$ cat config.mk
export PLATFORM = sky130hd
export DESIGN_NAME = matrix_scan_driver
export DESIGN_NICKNAME = d
export VERILOG_FILES = /design/src/rtl/painel_pkg.sv /design/src/rtl/scan_slot_timer.sv /design/src/rtl/matrix_scan_driver.sv
export SDC_FILE = /design/constraint.sdc
export NUM_CORES = 1
export LEC_CHECK = 0
export ABC_AREA = 1
export ABC_CLOCK_PERIOD_IN_PS = 5750
export BUFFER_PORTS_ARGS = -buffer_cell sky130_fd_sc_hd__buf_4
export CAP_MARGIN = 20
export CORE_MARGIN = 1.5
export CORE_UTILIZATION = 63
export DETAILED_ROUTE_END_ITERATION = 8
export HOLD_SLACK_MARGIN = 0.05
export PLACE_DENSITY = 0.85
export SETUP_SLACK_MARGIN = 0.5
export SLEW_MARGIN = 20
export SYNTH_ARGS = -nofsm -noshare
export SYNTH_HDL_FRONTEND = slang
export SYNTH_SLANG_ARGS = --single-unit
$ cat constraint.sdc
create_clock -name CLK -period 5.75 [get_ports CLK]
set_clock_uncertainty 0.1 [all_clocks]
set_input_delay 0.2875 -clock CLK [delete_from_list [all_inputs] [get_ports CLK]]
set_output_delay 0.2875 -clock CLK [all_outputs]
set_load 0.01 [all_outputs]
$ cat src/rtl/painel_pkg.sv
// Shared types and sizing helpers for the LED matrix scan driver.
package painel_pkg;

  typedef enum logic [1:0] {
    IDLE,
    GAP,
    DRIVE
  } state_t;

  localparam int DEF_COLS = 5;
  localparam int DEF_ROWS = 7;

  // Counter width for n distinct values, never narrower than one bit.
  function automatic int width_of(input int n);
    return (n < 2) ? 1 : $clog2(n);
  endfunction

  function automatic int max3(input int a, input int b, input int c);
    int m;
    m = a;
    if (b > m) m = b;
    if (c > m) m = c;
    return m;
  endfunction

endpackage

$ cat src/rtl/scan_slot_timer.sv
// Loadable down-counter timing one GAP or DRIVE slot; last is high on the
// final cycle of the slot.
module scan_slot_timer #(
  parameter int W = 1
) (
  input  logic         CLK,
  input  logic         RST_N,
  input  logic         clear,
  input  logic         load,
  input  logic [W-1:0] load_val,
  output logic         last
);

  logic [W-1:0] cnt;

  // NOTE: registers are written with non-blocking assignments so every
  // flop samples the values that existed before the clock edge.
  always_ff @(posedge CLK or negedge RST_N) begin
    if (!RST_N) begin
      cnt <= '0;
    end else if (clear) begin
      cnt <= '0;
    end else if (load) begin
      cnt <= load_val;
    end else if (cnt != '0) begin
      cnt <= cnt - 1'b1;
    end
  end

  assign last = (cnt == '0);

endmodule

$ cat src/rtl/matrix_scan_driver.sv
// Double-buffered column-multiplexed LED matrix driver with dead-time gaps.
// Optional brightness PWM on the row outputs: define MATRIX_SCAN_BRIGHTNESS_PWM_EN.
module matrix_scan_driver
  import painel_pkg::*;
#(
  parameter int COLS    = DEF_COLS,
  parameter int ROWS    = DEF_ROWS,
  parameter int DIV     = 2000,
  parameter int GAP_CYC = 16
) (
  input  logic                 CLK,
  input  logic                 RST_N,
  input  logic [COLS*ROWS-1:0] frame_in,
  input  logic                 load,
  input  logic                 enable,
`ifdef MATRIX_SCAN_BRIGHTNESS_PWM_EN
  input  logic [2:0]           brightness,
`endif
  output logic [COLS-1:0]      col_sel,
  output logic [ROWS-1:0]      row_out,
  output logic                 frame_start,
  output logic                 load_ack
);

  localparam int              TW       = width_of(max3(DIV, GAP_CYC, 1));
  localparam int              CW       = width_of(COLS);
  localparam logic [CW-1:0]   LAST_COL = CW'(COLS - 1);
  localparam logic [TW-1:0]   DIV_LD   = TW'(DIV - 1);
  localparam logic [TW-1:0]   GAP_LD   = TW'((GAP_CYC > 0) ? GAP_CYC - 1 : 0);
  localparam logic [COLS-1:0] COL0_SEL = COLS'(1);
  // Every slot opens with a gap unless the gap is configured away.
  localparam state_t          SLOT_ST  = (GAP_CYC > 0) ? GAP : DRIVE;
  localparam logic [TW-1:0]   SLOT_LD  = (GAP_CYC > 0) ? GAP_LD : DIV_LD;

  state_t                 state, state_n;
  logic [CW-1:0]          col, col_n;
  logic [COLS*ROWS-1:0]   staging, shadow, shadow_n;
  logic                   pending;
  logic                   tmr_clear, tmr_load, tmr_last;
  logic [TW-1:0]          tmr_val;
  logic                   boundary, commit, entering_drive, row_gate;
  logic [ROWS-1:0]        row_data;

  scan_slot_timer #(.W(TW)) u_timer (
    .CLK      (CLK),
    .RST_N    (RST_N),
    .clear    (tmr_clear),
    .load     (tmr_load),
    .load_val (tmr_val),
    .last     (tmr_last)
  );

  always_comb begin
    // NOTE: every signal written here gets a default first, so no path
    // through the block can leave one unassigned and infer a latch.
    state_n   = state;
    col_n     = col;
    tmr_clear = 1'b0;
    tmr_load  = 1'b0;
    tmr_val   = DIV_LD;
    if (!enable) begin
      state_n   = IDLE;
      col_n     = '0;
      tmr_clear = 1'b1;
    end else begin
      case (state)
        IDLE: begin
          state_n  = SLOT_ST;
          col_n    = '0;
          tmr_load = 1'b1;
          tmr_val  = SLOT_LD;
        end
        GAP: begin
          if (tmr_last) begin
            state_n  = DRIVE;
            tmr_load = 1'b1;
            tmr_val  = DIV_LD;
          end
        end
        DRIVE: begin
          if (tmr_last) begin
            state_n  = SLOT_ST;
            col_n    = (col == LAST_COL) ? '0 : col + 1'b1;
            tmr_load = 1'b1;
            tmr_val  = SLOT_LD;
          end
        end
        default: begin
          state_n   = IDLE;
          col_n     = '0;
          tmr_clear = 1'b1;
        end
      endcase
    end

    // New frames reach the shadow only while idle or between frames.
    boundary = enable && (state == DRIVE) && tmr_last && (col == LAST_COL);
    commit   = ((state == IDLE) && pending) || (boundary && (pending || load));
    shadow_n = shadow;
    if (commit) shadow_n = load ? frame_in : staging;

    entering_drive = (state_n == DRIVE) && ((state != DRIVE) || tmr_last);
    row_data       = shadow_n[col_n*ROWS +: ROWS];
  end

`ifdef MATRIX_SCAN_BRIGHTNESS_PWM_EN
  logic [2:0] pwm, pwm_n;

  assign pwm_n    = entering_drive ? 3'd0 : pwm + 3'd1;
  assign row_gate = (pwm_n <= brightness);

  always_ff @(posedge CLK or negedge RST_N) begin
    if (!RST_N) pwm <= 3'd0;
    else        pwm <= (state_n == DRIVE) ? pwm_n : 3'd0;
  end
`else
  assign row_gate = 1'b1;
`endif

  always_ff @(posedge CLK or negedge RST_N) begin
    if (!RST_N) begin
      // NOTE: the frame buffers are ordinary flops, not a RAM, so they are
      // reset like the rest of the state and a fresh board shows a dark frame.
      state       <= IDLE;
      col         <= '0;
      staging     <= '0;
      shadow      <= '0;
      pending     <= 1'b0;
      col_sel     <= '0;
      row_out     <= '0;
      frame_start <= 1'b0;
      load_ack    <= 1'b0;
    end else begin
      state    <= state_n;
      col      <= col_n;
      shadow   <= shadow_n;
      load_ack <= commit;
      if (load) staging <= frame_in;
      if (commit)    pending <= 1'b0;
      else if (load) pending <= 1'b1;
      // Outputs follow the state being entered, so they line up with it.
      col_sel     <= (state_n == DRIVE) ? (COL0_SEL << col_n) : '0;
      row_out     <= ((state_n == DRIVE) && row_gate) ? row_data : '0;
      frame_start <= entering_drive && (col_n == '0);
    end
  end

endmodule

==> flow_summary.ini <==
[critical_path]
max_stage_delay_ns = 0.75
ff2ff_path_depth = 12
r2r-start = state[0]
crit_path_cell_trace = inv_1 > ha_1 > nand2_1 > inv_1 > nand2_1 > nor2_2 > nand3_4 > nand2_2 > o21ai_0 > nand2_1 > nand2_1 > o21ai_1
crit_slowest_cell = nand2_2
startpoint_type = register
cp.arrival_ns = 3.14
reg2reg_to = row_out[0]
cp_data_required_time_ns = 5.94
critPathKind = reg2reg
cp-end-kind = register
crit_path_max_fanout = 56
path_delay_family = simple AND/OR/NAND/NOR gates
worst_path_most_repeated_cell = nand2_1
critPathBufInv = 2
ff2ff_setup_slack_ns = 2.81

[clock_network]
cts_made_buffers = 9
cts.path.max_buffers = 2
htreeDepth = 3
cts_root_buffer = clkbuf_8
cts-resized-gates = 0
cts.sink_count = 101
clk_latency_ns = 0.37
cts_tree = done
worst_setup_hold_path_clk_slew_ns = 0.10

[timing]
tightest_slew_ns = 0.923
fin_ws_ns = 2.81
relSlewSlack_pct = 38.3
fin_setup_tns_ns = 0
min_period_ns = 2.94
max_freq_mhz = 340
worst_hold_slack_ns = 0.0552
rsz0062_at_grt = no
setup_viol = 0
fin_crit_sh_pct = 51.2
drv_slew = 0
hold_viol = 0

[synth]
synthFlopType = dfrtp_1
ys_ff_latch = 101
syn_nets = 583
synthCells = 537
async_flop_share_pct = 100
synth_area_um2 = 4740
ys_types = 38
post-synth-top-area-cell = dfrtp_1
syn_area_per_cell_um2 = 8.83
yosys.area.top_type_share_pct = 53.3
synth-warning-count = 0
seq_area_frac_synth_pct = 53.3
synth-edff-count = 0
netlist_top_cells_area = dfrtp_1 53%, nand2_1 11%, inv_1 5.9%

[global_routing]
grt_pass1_vias = 3804
track_usage_pct = 27.0
grt_pass1_wl_um = 17500
gr-total-overflow = 0
antenna_found_initial = 0
grt_max_degree = 73

[power_and_ir_drop]
switching_share_pct = 33.4
internal_power_mw = 1.33
p_seq_share_pct = 47.2
pwr-share-comb_pct = 28.7
ir_worst_vdd_v = 0.000215
clkPwrFrac_pct = 24.1
p_leak_nw = 2.67
power.switching_uw = 666
pwr_density_cell_nw_per_um2 = 370
finalPower_mw = 2.00

[floorplan]
num_io_pins = 53
core_um2 = 7250
num_rows = 31
die-area_um2 = 8050
start_util_pct = 65.4
die_width_um = 89.7
die_h_um = 89.7

[routing]
ant_nets = 0
drc_errors = 0
wirelength_um = 10000
drtIter0Drc = 244
firstDrtPassIters = 4
viasPerCell = 5.31
wl_per_cell_um = 14.5
dr_total_vias = 3665

[place]
dpl-instance-area_um2 = 5130
hpwl_um = 6910
routabilityCongestion = 0.853
dp_slack_ns = 2.77
dp_cells = 669
portBuffers = 52

[layout]
ff_latch_area_um2 = 2530
area_delta_synth_final_pct = 13.9
multi_input_area_um2 = 1780
layout-drive-gt1-share_pct = 20.5
final_cells = 690
diodes = 0
final_cell_area_um2 = 5400
final_nets = 633
utilization_pct = 74.5
fillerInstances = 532

[min_path]
hold_end = staging[31]
hp-start = frame_in[31]
min_path_cells = 3
hold_class = in2reg

[run_status]
outcome = completed

[run]
maxCapViolations = 0
==> what timing repair did <==
action                    in CTS  in global routing
hold buffers                   6                  0
hold endpoints to repair      34                  0
setup buffers                  0                  0
==> placed cells by master (no fill, tap or decap), types with 2 or more instances in the layout <==
cell,synthesis,routed
clkinvlp_4,0,2
or2_2,24,24
dfrtp_1,101,101
nand3b_1,12,12
inv_2,3,3
clkbuf_8,0,9
a21oi_4,2,2
o21ai_0,44,44
nor2_4,3,3
inv_1,74,74
a31oi_1,10,10
nand3_4,2,2
nor2_2,7,7
nand2_2,4,4
ha_1,7,7
o31ai_1,3,3
nor3_1,4,4
xnor2_1,3,3
nand3_1,37,37
o21ai_1,6,6
a21oi_1,5,5
bufinv_16,0,2
buf_4,3,53
nand2_1,139,139
nor2_1,14,14
dlygate4sd3_1,0,6
nand2_4,2,2
==> cells in the mapped netlist (2+ instances only) <==
cell type    n
nand2_1    139
dfrtp_1    101
inv_1       74
o21ai_0     44
nand3_1     37
or2_2       24
nor2_1      14
nand3b_1    12
a31oi_1     10
clkbuf_1     8
ha_1         7
nor2_2       7
buf_6        6
o21ai_1      6
a21oi_1      5
nand2_2      4
nor3_1       4
buf_4        3
inv_2        3
nor2_4       3
o31ai_1      3
xnor2_1      3
a21oi_4      2
buf_2        2
nand2_4      2
nand3_4      2
==> routing by layer <==
layer	GRT usage, %	vias up	part of all wire [%]
li1	-	1785	-
met1	34.3	1765	43
met2	45.7	95	50
met3	3.98	20	4.4
met4	13.0	0	2.8
met5	0	-	0
==> registers in the layout (all words and copies together), names as in the netlist <==
name	cells
col_sel	5
u_timer.cnt	11
pending	1
state	2
load_ack	1
col	3
shadow	35
staging	35
frame_start	1
row_out	7
==> final cells by class <==
class / count / share of cell area, %
clock inverter: 6 / 1.65
inverter: 78 / 5.47
sequential: 101 / 46.8
tap: 99 / 2.29
multi-input combinational: 338 / 33.0
timing repair buffer: 59 / 8.48
clock buffer: 9 / 2.29
==> kinds of logic after synthesis <==
logic type	count (synthesis)	synth area share (%)
AO/OA/AOI/OAI	75	9.24
XOR/XNOR	3	0.554
adder cells (fa/ha/maj)	7	1.85
buffers and inverters	98	9.08
flip-flops	101	53.3
AND/OR/NAND/NOR	253	26.0
==> power groups by stage <==
stage                     Sequential [mW]  Clock (mW)  Combinational [mW]
after CTS                           0.941       0.484               0.572
after floorplan                     0.938           0               0.448
final                               0.942       0.482               0.572
after global routing                0.959       0.515               0.656
after detailed placement            0.952           0               0.565
after global placement              0.948           0               0.537
==> worst max-delay path by stage <==
stage / start / endpoint / slack [ns] / cells past startpoint
after floorplan: state[0] / row_out[0] / 3.74 / 16
after global placement: load / row_out[5] / 2.86 / 15
after detailed placement: load / row_out[0] / 2.77 / 11
after CTS: state[0] / row_out[0] / 2.83 / 12
after global routing: state[1] / row_out[3] / 2.50 / 8
final: state[0] / row_out[0] / 2.81 / 12
==> worst register-to-register path: cells and delay by family, from the launching register on <==
kind / cells / cell delay (ns)
AOI/OAI and AO/OA: 2 / 0.42
DFF: 1 / 0.43
and+or+nand+nor: 7 / 1.41
buffers and inverters: 2 / 0.16
adders and majority gates: 1 / 0.34
Note: power is estimated with default switching activity, not from simulation.
